$ cat src/rtl/kernel_acc_if.sv
// Handshake bundle between the product source, kernel_acc and the bias stage.
interface kernel_acc_if #(
  parameter int unsigned P_BW  = 16,
  parameter int unsigned AK_BW = 20
) ();
  logic             i_valid;
  logic [P_BW-1:0]  i_prod;
  logic             o_in_ready;
  logic             i_clear;
  logic             o_valid;
  logic [AK_BW-1:0] o_acc_kernel;
  logic             i_ready;
  logic             o_ovf;

  // Upstream source plus downstream sink, as seen from outside the accumulator.
  modport master (
    output i_valid, i_prod, i_clear, i_ready,
    input  o_in_ready, o_valid, o_acc_kernel, o_ovf
  );

  // The accumulator itself.
  modport slave (
    input  i_valid, i_prod, i_clear, i_ready,
    output o_in_ready, o_valid, o_acc_kernel, o_ovf
  );
endinterface

$ cat src/rtl/kernel_acc.sv
// Kernel-window accumulator: sums KERNEL_N unsigned products per window and
// presents each window sum on a registered valid/ready output.
module kernel_acc #(
  parameter int unsigned P_BW     = 16,
  parameter int unsigned KERNEL_N = 9,
  parameter int unsigned AK_BW    = 20,
  parameter int unsigned CNT_BW   = $clog2(KERNEL_N)
) (
  input logic         clk,
  input logic         rst,
  kernel_acc_if.slave bus
);

  localparam int unsigned SUM_BW   = AK_BW + 1;
  localparam logic [CNT_BW-1:0] CNT_LAST = CNT_BW'(KERNEL_N - 1);

  // acc[AK_BW] is a sticky carry: once any partial sum of the window spills
  // past AK_BW bits the window is known to overflow, even if later adds wrap.
  logic [AK_BW:0]    acc;
  logic [CNT_BW-1:0] cnt;
  logic              valid_q;
  logic [AK_BW-1:0]  acc_kernel_q;
  logic              ovf_q;

  logic [P_BW-1:0]   prod_c;
  logic [AK_BW:0]    sum_c;
  logic              last_c;
  logic              in_ready_c;
  logic              accept_c;
  logic              consume_c;

  // Adder, handshake decode and input-ready.
  always_comb begin
    prod_c     = bus.i_prod;
    sum_c      = {1'b0, acc[AK_BW-1:0]} + SUM_BW'(prod_c);
    last_c     = (cnt == CNT_LAST);
    in_ready_c = !last_c || !valid_q || bus.i_ready;
    accept_c   = bus.i_valid && in_ready_c && !bus.i_clear;
    consume_c  = valid_q && bus.i_ready;
  end

  // Accumulator, element counter, output register and sticky overflow.
  always_ff @(posedge clk) begin
    if (rst) begin
      acc          <= '0;
      cnt          <= '0;
      valid_q      <= 1'b0;
      acc_kernel_q <= '0;
      ovf_q        <= 1'b0;
    end else begin
      if (consume_c) begin
        valid_q <= 1'b0;
      end
      if (bus.i_clear) begin
        acc <= '0;
        cnt <= '0;
      end else if (accept_c) begin
        if (last_c) begin
          acc_kernel_q <= sum_c[AK_BW-1:0];
          valid_q      <= 1'b1;
          if (acc[AK_BW] || sum_c[AK_BW]) begin
            ovf_q <= 1'b1;
          end
          acc <= '0;
          cnt <= '0;
        end else begin
          acc <= {acc[AK_BW] | sum_c[AK_BW], sum_c[AK_BW-1:0]};
          cnt <= cnt + CNT_BW'(1);
        end
      end
    end
  end

  // Drive the bundle outputs.
  always_comb begin
    bus.o_in_ready   = in_ready_c;
    bus.o_valid      = valid_q;
    bus.o_acc_kernel = acc_kernel_q;
    bus.o_ovf        = ovf_q;
  end

endmodule

$ cat src/flat_wrapper.sv
// flat-port wrapper written by rule: the top's interface ports become plain ports
module kernel_acc_flat 
#(
  parameter int unsigned P_BW     = 16,
  parameter int unsigned KERNEL_N = 9,
  parameter int unsigned AK_BW    = 20,
  parameter int unsigned CNT_BW   = $clog2(KERNEL_N)
)
  (clk, rst, bus_i_valid, bus_i_prod, bus_i_clear, bus_i_ready, bus_o_in_ready, bus_o_valid, bus_o_acc_kernel, bus_o_ovf);
  kernel_acc_if #(.P_BW(P_BW), .AK_BW(AK_BW)) bus_i ();
  input logic clk;
  input logic rst;
  input wire logic [$bits(bus_i.i_valid)-1:0] bus_i_valid;
  input wire logic [$bits(bus_i.i_prod)-1:0] bus_i_prod;
  input wire logic [$bits(bus_i.i_clear)-1:0] bus_i_clear;
  input wire logic [$bits(bus_i.i_ready)-1:0] bus_i_ready;
  output wire logic [$bits(bus_i.o_in_ready)-1:0] bus_o_in_ready;
  output wire logic [$bits(bus_i.o_valid)-1:0] bus_o_valid;
  output wire logic [$bits(bus_i.o_acc_kernel)-1:0] bus_o_acc_kernel;
  output wire logic [$bits(bus_i.o_ovf)-1:0] bus_o_ovf;
  assign bus_i.i_valid = bus_i_valid;
  assign bus_i.i_prod = bus_i_prod;
  assign bus_i.i_clear = bus_i_clear;
  assign bus_i.i_ready = bus_i_ready;
  assign bus_o_in_ready = bus_i.o_in_ready;
  assign bus_o_valid = bus_i.o_valid;
  assign bus_o_acc_kernel = bus_i.o_acc_kernel;
  assign bus_o_ovf = bus_i.o_ovf;
  kernel_acc #(.P_BW(P_BW), .KERNEL_N(KERNEL_N), .AK_BW(AK_BW), .CNT_BW(CNT_BW)) u_core (.clk(clk), .rst(rst), .bus(bus_i));
endmodule
$ cat config.mk
export PLATFORM = sky130hd
export DESIGN_NAME = kernel_acc_flat
export DESIGN_NICKNAME = d
export VERILOG_FILES = /design/src/rtl/kernel_acc_if.sv /design/src/rtl/kernel_acc.sv /design/src/flat_wrapper.sv
export SDC_FILE = /design/constraint.sdc
export NUM_CORES = 1
export LEC_CHECK = 0
export ABC_AREA = 1
export BUFFER_PORTS_ARGS = -buffer_cell sky130_fd_sc_hd__buf_2
export CAP_MARGIN = 20
export CORE_MARGIN = 3
export CORE_UTILIZATION = 62
export DETAILED_ROUTE_END_ITERATION = 16
export PLACE_DENSITY = 0.91
export SYNTH_ARGS = -nofsm -noshare
export SYNTH_HDL_FRONTEND = slang
export SYNTH_SLANG_ARGS = --single-unit
$ cat constraint.sdc
create_clock -name clk -period 3.2 [get_ports clk]
set_input_delay 0.8 -clock clk [delete_from_list [all_inputs] [get_ports clk]]
set_output_delay 0.8 -clock clk [all_outputs]
set_load 0.01 [all_outputs]
-- Word level (Yosys, flattened, before mapping)
Cells that the tools add are included.
- logic and storage cells: 28
- flip-flop bits (word level): 47
- add/subtract/negate cells: 2
- bitwise gates (word level): 2
- mux-type cells: 6
- eq/ne operators: 1
- reductions and logical operators: 12
- operators with widths (kind ; number):
    $add 20x16->21 ; 1
    $mux 21 ; 1
    $add 4x1->4 const B ; 1
    $eq 4x4->1 const B ; 1
    $mux 1 ; 4
    $mux 4 ; 1
    $reduce_and 4->1 ; 1
    $logic_and 1x1->1 ; 3
    $logic_not 1->1 ; 3
    $logic_or 1x1->1 ; 3
    $reduce_and 3->1 ; 1
    $reduce_or 2->1 ; 1
    $not 1->1 ; 1
    $or 1x1->1 ; 1

-- Longest topological paths before layout
- word-level depth: 8
- mapped depth: 14

-- Worst setup path before layout
Ideal clock, no wire load.
- kind: input to register
- from: input port bus_i_prod[0]
- to: register u_core.acc_kernel_q[12], in the netlist u_core.bus.o_acc_kernel[12]
- arrival time: 2166 ps
- setup slack: 918 ps
- data required time: 3084 ps
- path buffers: 0
- library setup time: 116 ps
- cell stages on the path: 12
- cells stage by stage: ha_1 > fa_1 > nand3_1 > nand3_1 > nand2_1 > nand2_1 > nand2_1 > nand3_1 > nand2_1 > nand2_1 > o211ai_1 > inv_1
- cells in the longest elaborated chain, start to end: 1
- RTL lines (item ; line ; RTL):
    start: declaration ; flat_wrapper.sv:14 ; input wire logic [$bits(bus_i.i_prod)-1:0] bus_i_prod;
    $add 20x16->21 ; kernel_acc.sv:35 ; sum_c = {1'b0, acc[AK_BW-1:0]} + SUM_BW'(prod_c);
    end signal: assignment ; kernel_acc.sv:59 ; acc_kernel_q <= sum_c[AK_BW-1:0];
    end: declaration ; kernel_acc.sv:22 ; logic [AK_BW-1:0] acc_kernel_q;
No other way between the ends.
A chain may end at the register's enable or synchronous reset.

-- Worst setup path after layout
- from: register u_core.cnt[0]
- to: register u_core.acc[10]
- cells in the longest elaborated chain, start to end: 6
- RTL lines (item ; line ; RTL):
    start: declaration ; kernel_acc.sv:20 ; logic [CNT_BW-1:0] cnt;
    start signal: assignment ; kernel_acc.sv:68 ; cnt <= cnt + CNT_BW'(1);
    $eq 4x4->1 (*) ; kernel_acc.sv:36 ; last_c = (cnt == CNT_LAST);
    $logic_not 1->1 ; kernel_acc.sv:37 ; in_ready_c = !last_c || !valid_q || bus.i_ready;
    $logic_or 1x1->1 (2 in a row) ; kernel_acc.sv:37 ;
    $logic_and 1x1->1 (2 in a row) ; kernel_acc.sv:38 ; accept_c = bus.i_valid && in_ready_c && !bus.i_clear;
    end signal: assignment ; kernel_acc.sv:67 ; acc <= {acc[AK_BW] | sum_c[AK_BW], sum_c[AK_BW-1:0]};
    end: declaration ; kernel_acc.sv:19 ; logic [AK_BW:0] acc;
Mark *: on every way between the ends. The rest lies on a longest branch, timed or not.

==> reports/metrics.yaml <==
grt_util_all_layers_pct: 28.29
cts_root_buffer: "clkbuf_8"
num_antenna_cells: 0
area_growth_pct: 10.67
crit_buf_inv: 3
clkLatencyLatePin_ns: 0.30
grt_max_degree: 34
rsz0062_at_grt: "false"
antenna_found_initial: 0
ys.flop_type: "dfxtp_1"
drt_pass1_iterations: 5
ctsLongestPathBuffers: 2
grt.overflow.total: 0
io_pins: 44
hold_violations: 0
yosysWarnings: 0
clock_skew_ns: 0.003339
ant_nets: 0
coreArea_sq_mm: 0.004504
async_flop_share_pct: 0
start_kind: "flip-flop"
grt_pass1_wl_microns: 12360
clkTransAtPathRegs_ns: 0.09
synth_cells: 465
fillCellCount: 389
status: "complete, no violations"
synth_cell_types: 28
clock.fmax_ghz: 0.4040
gp_congestion: 1.033
viasPerCell: 5.565
num-nets-final: 542
slew_violations: 0
drt_wl_total_microns: 7766
worstMarginPinSlew_ns: 0.8437
die_h_microns: 75.32
io_buffers: 43
multi_input_comb_area_sq_mm: 0.001722
cts_tree: "built"
drc: 0
crit_family: "simple AND/OR/NAND/NOR gates"
vias: 3083
end_kind: "flip-flop"
dieArea_sq_mm: 0.005673
fin_tns_setup_ns: 0
cts_max_level: 2
cts_buffers: 5
synthesis.area_sq_mm: 0.002979
clock_sinks: 47
die_w_microns: 75.32
max_stage_delay_ns: 0.54
cp.depth: 11
critical_path_class: "flip-flop to flip-flop"
layout-drive-gt1-share_pct: 11.55
grt_pass1_vias: 2934
holdBufCountCts: 0
post-cts-setup-buffers: 0
fin_crit_sh_pct: 77.35
dp_hpwl_microns: 5864
yosysSeqAreaShare_pct: 31.58
synth_edf_count: 0
hp-class: "flip-flop to flip-flop"
r2r_slack_ns: 0.72
wl_per_cell_microns: 14.02
synth_top_cell_by_area: "dfxtp_1"
ctsResizeCount: 0
ys_top_cells_by_count: "nand2_1 (162), inv_1 (64), dfxtp_1 (47)"
maxCapViolations: 0
seqCellArea_sq_um: 940.9
cp_data_required_time_ns: 3.43
ys_ff_latch: 47
synth_top_area_share_pct: 31.58
num_rows: 24
arrival_ns: 2.70
drt_iter0_drc: 258
path_cells: "inv_1 > ha_1 > nand2_1 > nor2_4 > nand2_2 > nand3_4 > inv_2 > nand2_1 > inv_1 > nand3_1 > a21oi_1"
syn_area_per_cell_sq_um: 6.407
cp_slowest_cell: "inv_1"
synthTopCellsByArea: "dfxtp_1 (32%), nand2_1 (20%), inv_1 (8.1%)"
critPathMaxFanout: 27
initial_core_util_pct: 66.14
total_leakage_power_nw: 1.787
synth.most_common_cell: "nand2_1"
syn_nets: 505
setup_viol: 0
ir_worst_vdd_mv: 0.2855
hold_depth: 2
ff2ff_path_depth: 11
timing.hold.ws_ns: 0.4702
cellPowerDensity_mw_per_mm2: 359.8
relSlewSlack_pct: 43.69
min_period_ns: 2.475
per-stage QoR:
| step | total power, W | cell area, sq um | std cells | setup WS (ns) | utilization, % |
|---|---|---|---|---|---|
| 2_1_floorplan | 0.0007135 | 2979 | 465 | 0.9176 | - |
| 3_3_place_gp | 0.0007552 | 3191 | 547 | 0.6108 | 70.83 |
| 3_5_place_dp | 0.0007582 | 3191 | 547 | 0.5653 | 70.83 |
| 4_1_cts | 0.001183 | 3297 | 554 | 0.6909 | 73.19 |
| 5_1_grt | 0.001229 | 3297 | 554 | 0.5104 | 73.19 |
| 6_report | 0.001186 | 3297 | 554 | 0.7247 | 73.19 |
cell usage in the layout (no fill, tap or decap), types with 9 or more instances in the layout:
cell type,instances
ha_1,18
dfxtp_1,47
buf_2,43
a21oi_1,41
nand2_1,162
nand3_1,35
inv_1,64
nor2_1,29
xor2_1,9
o21a_1,10
final cells by class:
type                    instances  share of cell area (%)
clock buffers                   5                   2.087
clock inverters                 2                   1.139
inverters                      66                   7.514
multi-input cells             339                   52.22
flip-flops and latches         47                   28.54
well taps                      52                   1.973
repair buffers                 43                   6.528
worst min-delay path, stage by stage (launching register included):
cell and delay [ns]:
dfxtp_1 0.32, nand2_1 0.06, a21oi_1 0.06
sequential cells by signal, summed over array words and instances, names as in the netlist:
signal / count
u_core.acc: 21
u_core.bus.o_acc_kernel: 20
u_core.bus.o_ovf: 1
u_core.bus.o_valid: 1
u_core.cnt: 4
metal layers:
metal,track usage (%),routed length [microns],vias to the layer above
li1,-,-,1538
met4,18.25,495,0
met2,49.09,3676,126
met3,3.694,393,38
met1,32.54,3201,1381
met5,0,0,-
final timing paths:
kind	startpoint	endpoint
worst max-delay path	u_core.cnt[0]	u_core.acc[10]
worst min-delay path	u_core.bus.o_acc_kernel[0]	u_core.bus.o_acc_kernel[0]
worst max register to register	u_core.cnt[0]	u_core.acc[10]
worst min register to register	u_core.bus.o_acc_kernel[0]	u_core.bus.o_acc_kernel[0]
logic make-up (layout without fill, tap and decap cells):
| group | count (synthesis) | in the layout | synth area share, % |
|---|---|---|---|
| fa+ha+maj | 19 | 19 | 8.232 |
| compound gates | 69 | 69 | 13.02 |
| buf+inv | 79 | 116 | 10.63 |
| flops | 47 | 47 | 31.58 |
| xor+xnor | 9 | 9 | 2.646 |
| simple gates | 242 | 242 | 33.89 |
power breakdown:
| part | internal, W | leakage (nW) | switching (W) | total, W |
|---|---|---|---|---|
| Clock | 0.000229 | 0.0502 | 0.000209 | 0.000438 |
| Combinational | 0.0000497 | 1.36 | 0.000104 | 0.000154 |
| Sequential | 0.000590 | 0.379 | 0.00000425 | 0.000595 |
| Total | 0.000869 | 1.79 | 0.000317 | 0.00119 |
Power figures use the tool's default switching activity.
